===== src/rtl/pipe_hazard_ctrl.sv =====
// Stall/flush sequencing for the five-stage pipe, with MDU occupancy tracking.
// Define HAZARD_PERF_EN to add the stall_cnt/flush_cnt performance counters.
module pipe_hazard_ctrl #(
    parameter int MDU_CYCLES = 32
) (
    input  logic       clk,
    input  logic       rst,
    input  logic [4:0] id_rs,
    input  logic [4:0] id_rt,
    input  logic       id_uses_rs,
    input  logic       id_uses_rt,
    input  logic       id_jump,
    input  logic       id_mdu_start,
    input  logic       id_mdu_use,
    input  logic       id_ex_memread,
    input  logic [4:0] id_ex_rt,
    input  logic       ex_branch_taken,
    output logic       pc_we,
    output logic       if_id_we,
    output logic       if_id_flush,
    output logic       id_ex_mux,
    output logic       mdu_busy,
    output logic       mdu_done
`ifdef HAZARD_PERF_EN
    ,
    output logic [31:0] stall_cnt,
    output logic [31:0] flush_cnt
`endif
);

    localparam int CW = $clog2(MDU_CYCLES + 1);
    localparam logic [CW-1:0] RELOAD = CW'(MDU_CYCLES - 1);

    typedef enum logic [1:0] {
        IDLE,
        BUSY,
        DONE
    } state_t;

    state_t        state;
    logic [CW-1:0] cnt;
    logic          rs_hit;
    logic          rt_hit;
    logic          load_use;
    logic          mdu_stall;
    logic          start_ok;

    assign rs_hit    = id_uses_rs && (id_rs == id_ex_rt);
    assign rt_hit    = id_uses_rt && (id_rt == id_ex_rt);
    assign load_use  = id_ex_memread && (id_ex_rt != 5'd0) && (rs_hit || rt_hit);
    assign mdu_stall = (state == BUSY) && (id_mdu_start || id_mdu_use);
    assign start_ok  = id_mdu_start && !ex_branch_taken && !load_use && !mdu_stall;

    // A taken branch wins over any stall: the stalled ID instruction is on the wrong path.
    always_comb begin
        pc_we       = 1'b0;
        if_id_we    = 1'b0;
        if_id_flush = 1'b0;
        id_ex_mux   = 1'b0;
        if (!rst) begin
            if (ex_branch_taken) begin
                pc_we       = 1'b1;
                if_id_we    = 1'b1;
                if_id_flush = 1'b1;
            end else if (load_use || mdu_stall) begin
                pc_we = 1'b0;
            end else if (id_jump) begin
                pc_we       = 1'b1;
                if_id_we    = 1'b1;
                if_id_flush = 1'b1;
                id_ex_mux   = 1'b1;
            end else begin
                pc_we     = 1'b1;
                if_id_we  = 1'b1;
                id_ex_mux = 1'b1;
            end
        end
    end

    // Branches never abort BUSY: the mul/div is older than the branch.
    always_ff @(posedge clk or posedge rst) begin
        if (rst) begin
            state    <= IDLE;
            cnt      <= '0;
            mdu_busy <= 1'b0;
            mdu_done <= 1'b0;
        end else begin
            unique case (state)
                IDLE: begin
                    if (start_ok) begin
                        state    <= BUSY;
                        cnt      <= RELOAD;
                        mdu_busy <= 1'b1;
                    end
                end
                BUSY: begin
                    if (cnt == '0) begin
                        state    <= DONE;
                        mdu_busy <= 1'b0;
                        mdu_done <= 1'b1;
                    end else begin
                        cnt <= cnt - CW'(1);
                    end
                end
                DONE: begin
                    mdu_done <= 1'b0;
                    if (start_ok) begin
                        state    <= BUSY;
                        cnt      <= RELOAD;
                        mdu_busy <= 1'b1;
                    end else begin
                        state <= IDLE;
                    end
                end
                default: begin
                    state    <= IDLE;
                    cnt      <= '0;
                    mdu_busy <= 1'b0;
                    mdu_done <= 1'b0;
                end
            endcase
        end
    end

`ifdef HAZARD_PERF_EN
    always_ff @(posedge clk or posedge rst) begin
        if (rst) begin
            stall_cnt <= '0;
            flush_cnt <= '0;
        end else begin
            if (!pc_we) begin
                stall_cnt <= stall_cnt + 32'd1;
            end
            if (if_id_flush) begin
                flush_cnt <= flush_cnt + 32'd1;
            end
        end
    end
`endif

endmodule


===== config.mk =====
export PLATFORM = sky130hd
export DESIGN_NAME = pipe_hazard_ctrl
export DESIGN_NICKNAME = d
export VERILOG_FILES = /design/src/rtl/pipe_hazard_ctrl.sv
export SDC_FILE = /design/constraint.sdc
export NUM_CORES = 1
export LEC_CHECK = 0
export CAP_MARGIN = 20
export CORE_MARGIN = 8
export CORE_UTILIZATION = 45
export CTS_CLUSTER_DIAMETER = 50
export DETAILED_ROUTE_END_ITERATION = 8
export PLACE_DENSITY_LB_ADDON = 0.1
export SETUP_SLACK_MARGIN = 0.5
export SLEW_MARGIN = 25
export SYNTH_ARGS = -nofsm -noshare
export SYNTH_HDL_FRONTEND = slang
export SYNTH_SLANG_ARGS = --single-unit

===== constraint.sdc =====
create_clock -name clk -period 3.9 [get_ports clk]
set_input_delay 0.78 -clock clk [delete_from_list [all_inputs] [get_ports clk]]
set_output_delay 0.78 -clock clk [all_outputs]
set_load 0.02 [all_outputs]

==> impl_metrics.ini <==
[routing]
wirelength_mm = 2.01
ant_nets = 0
post_drt_wl_per_cell_um = 15.1
dr.pass1.iters = 4
drt-initial-drc-count = 13
vias_per_cell = 5.56
drcViolationCount = 0
vias = 740

[die]
start_util = 0.464
die_w_um = 57.5
core_um2 = 1670
dieHeight_um = 57.5
die_area_um2 = 3310
ios = 30
rows = 15

[sta]
setup_ws_ns = 0.575
maxSlewHeadroom = 0.583
fmax_mhz = 301
drv_slew = 0
finalSetupViolCount = 0
tightestPinTransition_ns = 0.622
tns_ns = 0
skew_ns = 0.00450
finalCritPeriodShare = 0.853
rsz0062_at_grt = no
hold_viol = 0
finalCriticalPeriod_ns = 3.33

[synth]
ys_seq_elements = 10
synthCells = 83
yosys.area.top_type = dfrtp_1
syn_nets = 109
synth_warnings = 0
syn-cell-area_um2 = 776
avgSynthCellArea_um2 = 9.35
async_flop_share = 1.00
netlist_top_cells_count = dfrtp_1, xnor2_1, inv_1, nand2_1, nor2_1
ys_seq_area_frac = 0.323
synth_cell_type_count = 32
synth_flop_cell = dfrtp_1
synthTopCellsByArea = dfrtp_1, xnor2_1, a2bb2oi_2, o31ai_1, ha_1
synth-edff-count = 0
synth_top_area_share = 0.323

[global_route]
antenna_found_initial = 0
grt_max_degree = 13
grt_pass1_wl_mm = 3.42
grt_usage = 0.133
grt_pass1_vias = 767
overflow = 0

[power_and_ir_drop]
power_density_nw_per_um2 = 520
combPwrFrac = 0.495
peakVddDrop_mv = 0.370
p_int_w = 0.000359
p_leak_nw = 0.449
switching_share = 0.390
switchingPower_w = 0.000229
p_seq_frac = 0.348
clkPwrFrac = 0.157

[placed_design]
gp_congestion = 0.752
io_buffers = 29
dp_hpwl_mm = 1.69
pre_cts_slack_ns = 0.0693

[finish]
antennaDiodeCount = 0
fill_cells = 145
areaGrowthSynthToFinish_pct = 45.6
drive_above_1_share = 0.198
finalNetCount = 143

[setup_path]
cp_top_family = simple AND/OR/NAND/NOR gates
worst_setup_path_end_kind = output pin
crit_arrival_ns = 2.55
cp_slowest_cell = or4_1
slowest_delay_ns = 0.51
crit_required_ns = 3.12
worstSetupPathType = in2out
cp_num_buf_inv = 2
cp_max_fo = 5
path_cells = clkdlybuf4s50_1 -> or4_1 -> o21ai_2 -> nor2b_4 -> nor4_2 -> buf_2
cp-start-kind = input pin

[cts]
ctsRootBufferMaster = clkbuf_4
hold_buffers = 0
cts_tree = yes
worstSkewPairLatency_ns = 0.27
clock_sinks = 10
clockBufferDepth = 2
h-tree-depth = 1
cts_buffers = 3
clkTransAtPathRegs_ns = 0.07
post_cts_buffers = 0

[min_path]
hp-class = reg2reg

[flow_run]
cap_violations = 0

[outcome]
status = finished, final reports clean
## worst register-to-register path, cell delays in order, from the launching register on
cell and delay (ns):
dfrtp_1 0.47, nor4_2 0.42, nand3b_1 0.16, a22oi_2 0.20
o31ai_2 0.19, o21a_1 0.22
## state kept, by name, summed over array words and instances (netlist names)
| register | count |
|---|---|
| cnt | 6 |
| state | 2 |
| mdu_busy | 1 |
| mdu_done | 1 |
## through the flow
step | utilization | cells | total power [W] | hold WS, ns | instance area (um^2)
6_report | 0.676 | 133 | 0.000588 | 0.484 | 1130
3_5_place_dp | 0.655 | 129 | 0.000503 | 0.478 | 1090
2_1_floorplan | - | 83 | 0.000408 | 0.530 | 776
4_1_cts | 0.674 | 133 | 0.000592 | 0.493 | 1130
3_3_place_gp | 0.655 | 129 | 0.000492 | 0.470 | 1090
5_1_grt | 0.676 | 133 | 0.000636 | 0.522 | 1130
## cell type report
class                           instances  area, um^2  share of cell area
Timing Repair Buffer                   32         293               0.259
Tap cell                               17        21.3              0.0188
Inverter                                5        18.8              0.0166
Sequential cell                        10         250               0.221
Multi-Input combinational cell         65         510               0.452
Clock buffer                            4        36.3              0.0321
## power by group through the flow
stage / combinational [W] / clock, W / sequential, W
6_report: 0.000291 / 0.0000921 / 0.000205
5_1_grt: 0.000321 / 0.000102 / 0.000213
4_1_cts: 0.000293 / 0.0000954 / 0.000204
3_5_place_dp: 0.000297 / 0 / 0.000206
3_3_place_gp: 0.000288 / 0 / 0.000204
2_1_floorplan: 0.000218 / 0 / 0.000190
## cells by family after synthesis
group,after synthesis,share of synthesized area
AO/OA/AOI/OAI,25,0.284
buffers and inverters,8,0.0436
XOR/XNOR,11,0.124
AND/OR/NAND/NOR,27,0.194
adder cells (fa/ha/maj),2,0.0323
flip-flops,10,0.323
## what timing repair did
| action | 4_1_cts | 5_1_grt |
|---|---|---|
| setup endpoints to repair | 4 | 3 |
| hold endpoints to repair | 0 | 0 |
| resized for setup | 21 | 3 |
## final timing paths
check / start / end / slack [ns] / cells past startpoint
setup / recovery: id_ex_rt[2] / id_ex_mux / 0.57 / 6
hold / removal: mdu_busy$_DFFE_PP0P_ / mdu_busy$_DFFE_PP0P_ / 0.48 / 2
setup reg to reg: cnt[2]$_DFFE_PP0P_ / cnt[3]$_DFFE_PP0P_ / 2.14 / 5
hold reg to reg: mdu_busy$_DFFE_PP0P_ / mdu_busy$_DFFE_PP0P_ / 0.48 / 2
max in group asynchronous: rst / mdu_done$_DFFE_PP0P_ / 2.76 / 3
min in group asynchronous: rst / cnt[3]$_DFFE_PP0P_ / 0.99 / 3
## metal layers
layer	routed length, um	GRT usage
met1	794	0.133
met3	105	0.0516
met5	0	0
met4	20	0.0429
met2	1090	0.244
## cell usage in the layout (no fill, tap or decap), types with 2 or more instances in the layout
cell type / netlist / layout
ha_1: 2 / 2
o22ai_1: 2 / 2
a21oi_1: 3 / 3
clkbuf_4: 0 / 3
nand3b_1: 2 / 2
inv_1: 5 / 5
o31ai_2: 1 / 2
nand2b_1: 2 / 2
a2bb2oi_2: 4 / 4
nor4_2: 1 / 2
buf_4: 1 / 3
nand2_1: 5 / 5
buf_2: 0 / 4
nand4_1: 2 / 2
clkdlybuf4s50_1: 0 / 25
o31ai_1: 4 / 3
nor3_1: 4 / 4
nor2_1: 5 / 5
xnor2_1: 10 / 10
o21ai_0: 3 / 3
a21o_1: 2 / 2
dfrtp_1: 10 / 10
Note: power is estimated with default switching activity, not from simulation.
==> RTL change 1: new RTL, same settings <==
Build with the macro `HAZARD_PERF_EN` defined.
--- a/src/rtl/pipe_hazard_ctrl.sv
+++ b/src/rtl/pipe_hazard_ctrl.sv
@@ -1,5 +1,7 @@
 // Stall/flush sequencing for the five-stage pipe, with MDU occupancy tracking.
 // Define HAZARD_PERF_EN to add the stall_cnt/flush_cnt performance counters.
+`define HAZARD_PERF_EN
+
 module pipe_hazard_ctrl #(
     parameter int MDU_CYCLES = 32
 ) (
Check against the original RTL (old outputs only; new: flush_cnt and stall_cnt): equivalent (equiv_simple and equiv_induct, registers matched by name and starting in step).
==> RTL change 1 against the original RTL <==
- routed wire length rose to 4.5 times the old value
- die area increased to 3.5 times the old value
- register-to-register slack worse by 0.50 ns
- maximum frequency rose by 0.23%
- total power rose to 3.8 times the old value
- synthesized area rose to 4.8 times the old value
- clock skew grew 0.0063 ns
- via count rose to 4.0 times the old value
- worst setup slack gained 0.0076 ns
- critical path depth up 1
- cell count increased to 4.3 times the old value
- design area rose to 4.4 times the old value
- hold slack lost 0.015 ns
- sequential cell count grew 64
- critical path type unchanged
- critical endpoint is now pc_we
==> RTL change 1: results (changes against the original RTL) <==
status complete, no violations (unchanged); syn_area_per_cell 10.43 um^2 (was 9.346 um^2); syn_nets 386 (was 109); routability cong. 0.8151 (was 0.7521); largest net degree at the start of global routing 73 (was 13); routed wire length per instance 16.06 um (was 15.12 um); First DRT Iteration DRCs 116 (was 13); number of fill cells 710 (was 145); CTS buffer count 9 (was 3); placed cell area 0.004785 mm^2 (was 0.001095 mm^2); Port Buf Inserts 93 (was 29); Setup Buffers After CTS 1 (was 0); first-pass GRT wire length 15080 um (was 3415 um); global router's overall resource usage 16.15% (was 13.31%); root buffer cell clkbuf_8 (was clkbuf_4); CP delay by family, top buffers and inverters (was simple AND/OR/NAND/NOR gates); slowest stage delay, CP 0.57 ns (was 0.51 ns); top flop regs flush_cnt x32, stall_cnt x32, cnt x6 (was cnt x6, state x2); yosys warns 0 (unchanged); NumNets Final 483 (was 143); Netlist cell types 52 (was 32); layout cell share with drive strength beyond 1 8.894% (was 19.83%); Hold Path Cell Cnt 1 (was 2); Crit path arrival time 2.54 ns (was 2.55 ns); worst IR drop on VDD 0.0002923 V (was 0.0003700 V); Commonest cells post-synth dfrtp_1, xnor2_1, nand2_1, nand3_1, nor2_1 (was dfrtp_1, xnor2_1, inv_1, nand2_1, nor2_1); Inst Count DP 549 (was 129); dpl ws 0.1263 ns (was 0.06927 ns); clk_lat worst skew 0.34 ns (was 0.27 ns); number of global-route vias before repair 2991 (was 767); synth top area cells dfrtp_1, xnor2_1, xor2_1, nand4_1, nand2_1 (was dfrtp_1, xnor2_1, a2bb2oi_2, o31ai_1, ha_1); Crit-path slowest cell or4_4 (was or4_1); vias per inst 5.288 (was 5.564); post-DP HPWL 6430 um (was 1694 um); worst slew pin tran 1.017 ns (was 0.6221 ns); post-synthesis sequential area ratio 49.45% (was 32.26%); clock skew 0.01078 ns (was 0.004499 ns); Worst path depth 7 (was 6); Reg2Reg Depth 6 (was 5); cts repair resizes 16 (was 21); CTS H-tree depth 3 (was 1)
-- RTL change 1: layout make-up --
class	count	area, um^2	share of cell area [%]
Multi-Input combinational cell	255	1768	35.66
Timing Repair Buffer	100	972.2	19.61
Clock inverter	6	42.54	0.8582
Sequential cell	74	1852	37.35
Inverter	16	63.81	1.287
Tap cell	105	131.4	2.650
Clock buffer	10	127.6	2.574
-- RTL change 1: per-layer routing --
layer | track usage (%) | share of wire, % | wire [um] | vias to the layer above
li1 | - | - | - | 1457
met1 | 19.99 | 45 | 4049 | 1461
met2 | 26.57 | 49 | 4458 | 66
met3 | 4.019 | 5.4 | 487 | 9
met4 | 6.030 | 1.0 | 95 | 0
met5 | 0 | 0 | 0 | -
-- RTL change 1: cell families (layout without fill, tap and decap cells) --
logic type                 Yosys count  in the layout  share of synthesized area [%]
adders and majority gates            3              3                          1.002
and+or+nand+nor                    135            135                          20.11
xor gates and xnor gates            72             72                          16.84
muxes                                1              1                         0.3007
buffers and inverters               30            132                          3.575
AOI/OAI and AO/OA                   44             44                          8.721
DFF                                 74             74                          49.45
-- RTL change 1: final timing paths --
kind / start / endpoint / slack, ns
worst max-delay path: id_ex_rt[0] / pc_we / 0.58
worst min-delay path: stall_cnt[31] / stall_cnt[31] / 0.47
worst max register to register: flush_cnt[3] / flush_cnt[31] / 1.64
worst min register to register: stall_cnt[31] / stall_cnt[31] / 0.47
max in group asynchronous: rst / stall_cnt[15] / 2.31
min in group asynchronous: rst / flush_cnt[2] / 0.70
-- RTL change 1: where the power goes --
part           total, mW  leakage [nW]  internal (mW)  switching (mW)
Clock              0.533        0.0827          0.232           0.301
Sequential          1.05         0.966          0.886           0.165
Combinational      0.677          1.02          0.331           0.346
==> RTL change 2: new RTL, config.mk and constraints unchanged <==
Without the edit above. Add an input register stage for `ex_branch_taken`, with the module's reset; this delays it by one clock. The other inputs are not delayed to match.
--- a/src/rtl/pipe_hazard_ctrl.sv
+++ b/src/rtl/pipe_hazard_ctrl.sv
@@ -37,6 +37,16 @@
         DONE
     } state_t;
 
+    logic ex_branch_taken_q;
+
+    always_ff @(posedge clk or posedge rst) begin
+        if (rst) begin
+            ex_branch_taken_q <= '0;
+        end else begin
+            ex_branch_taken_q <= ex_branch_taken;
+        end
+    end
+
     state_t        state;
     logic [CW-1:0] cnt;
     logic          rs_hit;
@@ -49,7 +59,7 @@
     assign rt_hit    = id_uses_rt && (id_rt == id_ex_rt);
     assign load_use  = id_ex_memread && (id_ex_rt != 5'd0) && (rs_hit || rt_hit);
     assign mdu_stall = (state == BUSY) && (id_mdu_start || id_mdu_use);
-    assign start_ok  = id_mdu_start && !ex_branch_taken && !load_use && !mdu_stall;
+    assign start_ok  = id_mdu_start && !ex_branch_taken_q && !load_use && !mdu_stall;
 
     // A taken branch wins over any stall: the stalled ID instruction is on the wrong path.
     always_comb begin
@@ -58,7 +68,7 @@
         if_id_flush = 1'b0;
         id_ex_mux   = 1'b0;
         if (!rst) begin
-            if (ex_branch_taken) begin
+            if (ex_branch_taken_q) begin
                 pc_we       = 1'b1;
                 if_id_we    = 1'b1;
                 if_id_flush = 1'b1;
Function: changed (a bounded check fails within 4 cycles, from zero or initial values and one cycle with rst high).
==> RTL change 2 against the original RTL <==
- core utilization is 2.6 points lower
- maximum frequency is 1.9% lower
- synthesized area is 0.32% higher
- sequential cell count is 1 higher
- count of clock-buffer cells in the layout stayed put
- worst setup slack worse by 0.064 ns
- critical endpoint is now if_id_we
- design area is 3.9% lower
- non-clock buffer count is 2 lower
- total power is 11% lower
- synthesized cell count is 6.0% higher
- routed wire length is 3.1% lower
==> RTL change 2: results (changes against the original RTL) <==
worst slew pin tran 0.4381 ns (was 0.6221 ns); Layout clock area frac 2.419% (was 3.212%); met3 Usage GRT 6.054% (was 5.157%); first-pass GRT wire length 3236 um (was 3415 um); Met2 Wirelength 949 um (was 1090 um); drt total wl 1949 um (was 2011 um); post-DP HPWL 1667 um (was 1694 um); Final Worst Setup Slack 0.5102 ns (was 0.5745 ns); layout cell share with drive strength beyond 1 11.76% (was 19.83%); Met1 Routed Length 855 um (was 794 um); NumNets Final 146 (was 143); Pleak 0.4773 nW (was 0.4485 nW); syn_nets 114 (was 109); Design Area, Final 0.001086 mm^2 (was 0.001130 mm^2); Multi-input comb cells 66 (was 65); Inst Count DP 132 (was 129); Data buffer area share 26.04% (was 25.91%); DR WL met3 125 um (was 105 um); reg-to-reg endpoint cnt[1] (was cnt[3]); hold endpoint mdu_done (was mdu_busy); post-synthesis sequential area ratio 35.37% (was 32.26%); routed vias 734 (was 740); Syn Inst Count 88 (was 83); reg-to-reg slack, setup 2.18 ns (was 2.14 ns); dpl ws 0.2039 ns (was 0.06927 ns); min-delay src mdu_done (was mdu_busy); CP max FO 3 (was 5); slowest stage delay, CP 0.55 ns (was 0.51 ns); clock skew 0.003439 ns (was 0.004499 ns); Inverters, non-clock 8 (was 5); Crit path arrival time 2.61 ns (was 2.55 ns); nonclk buf count 30 (was 32); number of fill cells 150 (was 145); clock net sink count 11 (was 10); status complete, no violations (unchanged); met1 GRT Util 14.34% (was 13.31%); fraction of area in multi-input gates 41.47% (was 45.18%); largest net degree at the start of global routing 12 (was 13); Min Hold Slack 0.4904 ns (was 0.4837 ns); Commonest cells post-synth dfrtp_1, nand2_1, inv_1, xor2_1 (was dfrtp_1, xnor2_1, inv_1, nand2_1, nor2_1); routability cong. 0.7873 (was 0.7521); First DRT Iteration DRCs 10 (was 13); Seq area share 25.35% (was 22.15%); Hold Path Cell Cnt 1 (was 2); Non-Filler Instances 136 (was 133)
[RTL change 2: cells by family (layout without fill, tap and decap cells)]
group	count (synthesis)	in the layout	share of synthesized area [%]
buffers and inverters	11	42	6.752
flip-flops	11	11	35.37
adder cells (fa/ha/maj)	2	2	3.215
XOR/XNOR	10	10	11.25
AO/OA/AOI/OAI	25	25	24.12
AND/OR/NAND/NOR	29	29	19.29
[RTL change 2: report_power, final]
part | switching, mW | internal, mW
registers | 0.0404 | 0.154
logic | 0.131 | 0.120
clock network | 0.0392 | 0.0396
[RTL change 2: how the worst max path moves through the flow]
stage / end / cells past startpoint / startpoint
after floorplan: pc_we / 5 / id_ex_rt[0]
after global placement: if_id_we / 6 / id_ex_rt[3]
after detailed placement: if_id_we / 6 / id_ex_rt[0]
after CTS: if_id_we / 6 / id_ex_rt[0]
after global routing: if_id_we / 6 / id_ex_rt[0]
final: if_id_we / 6 / id_ex_rt[0]
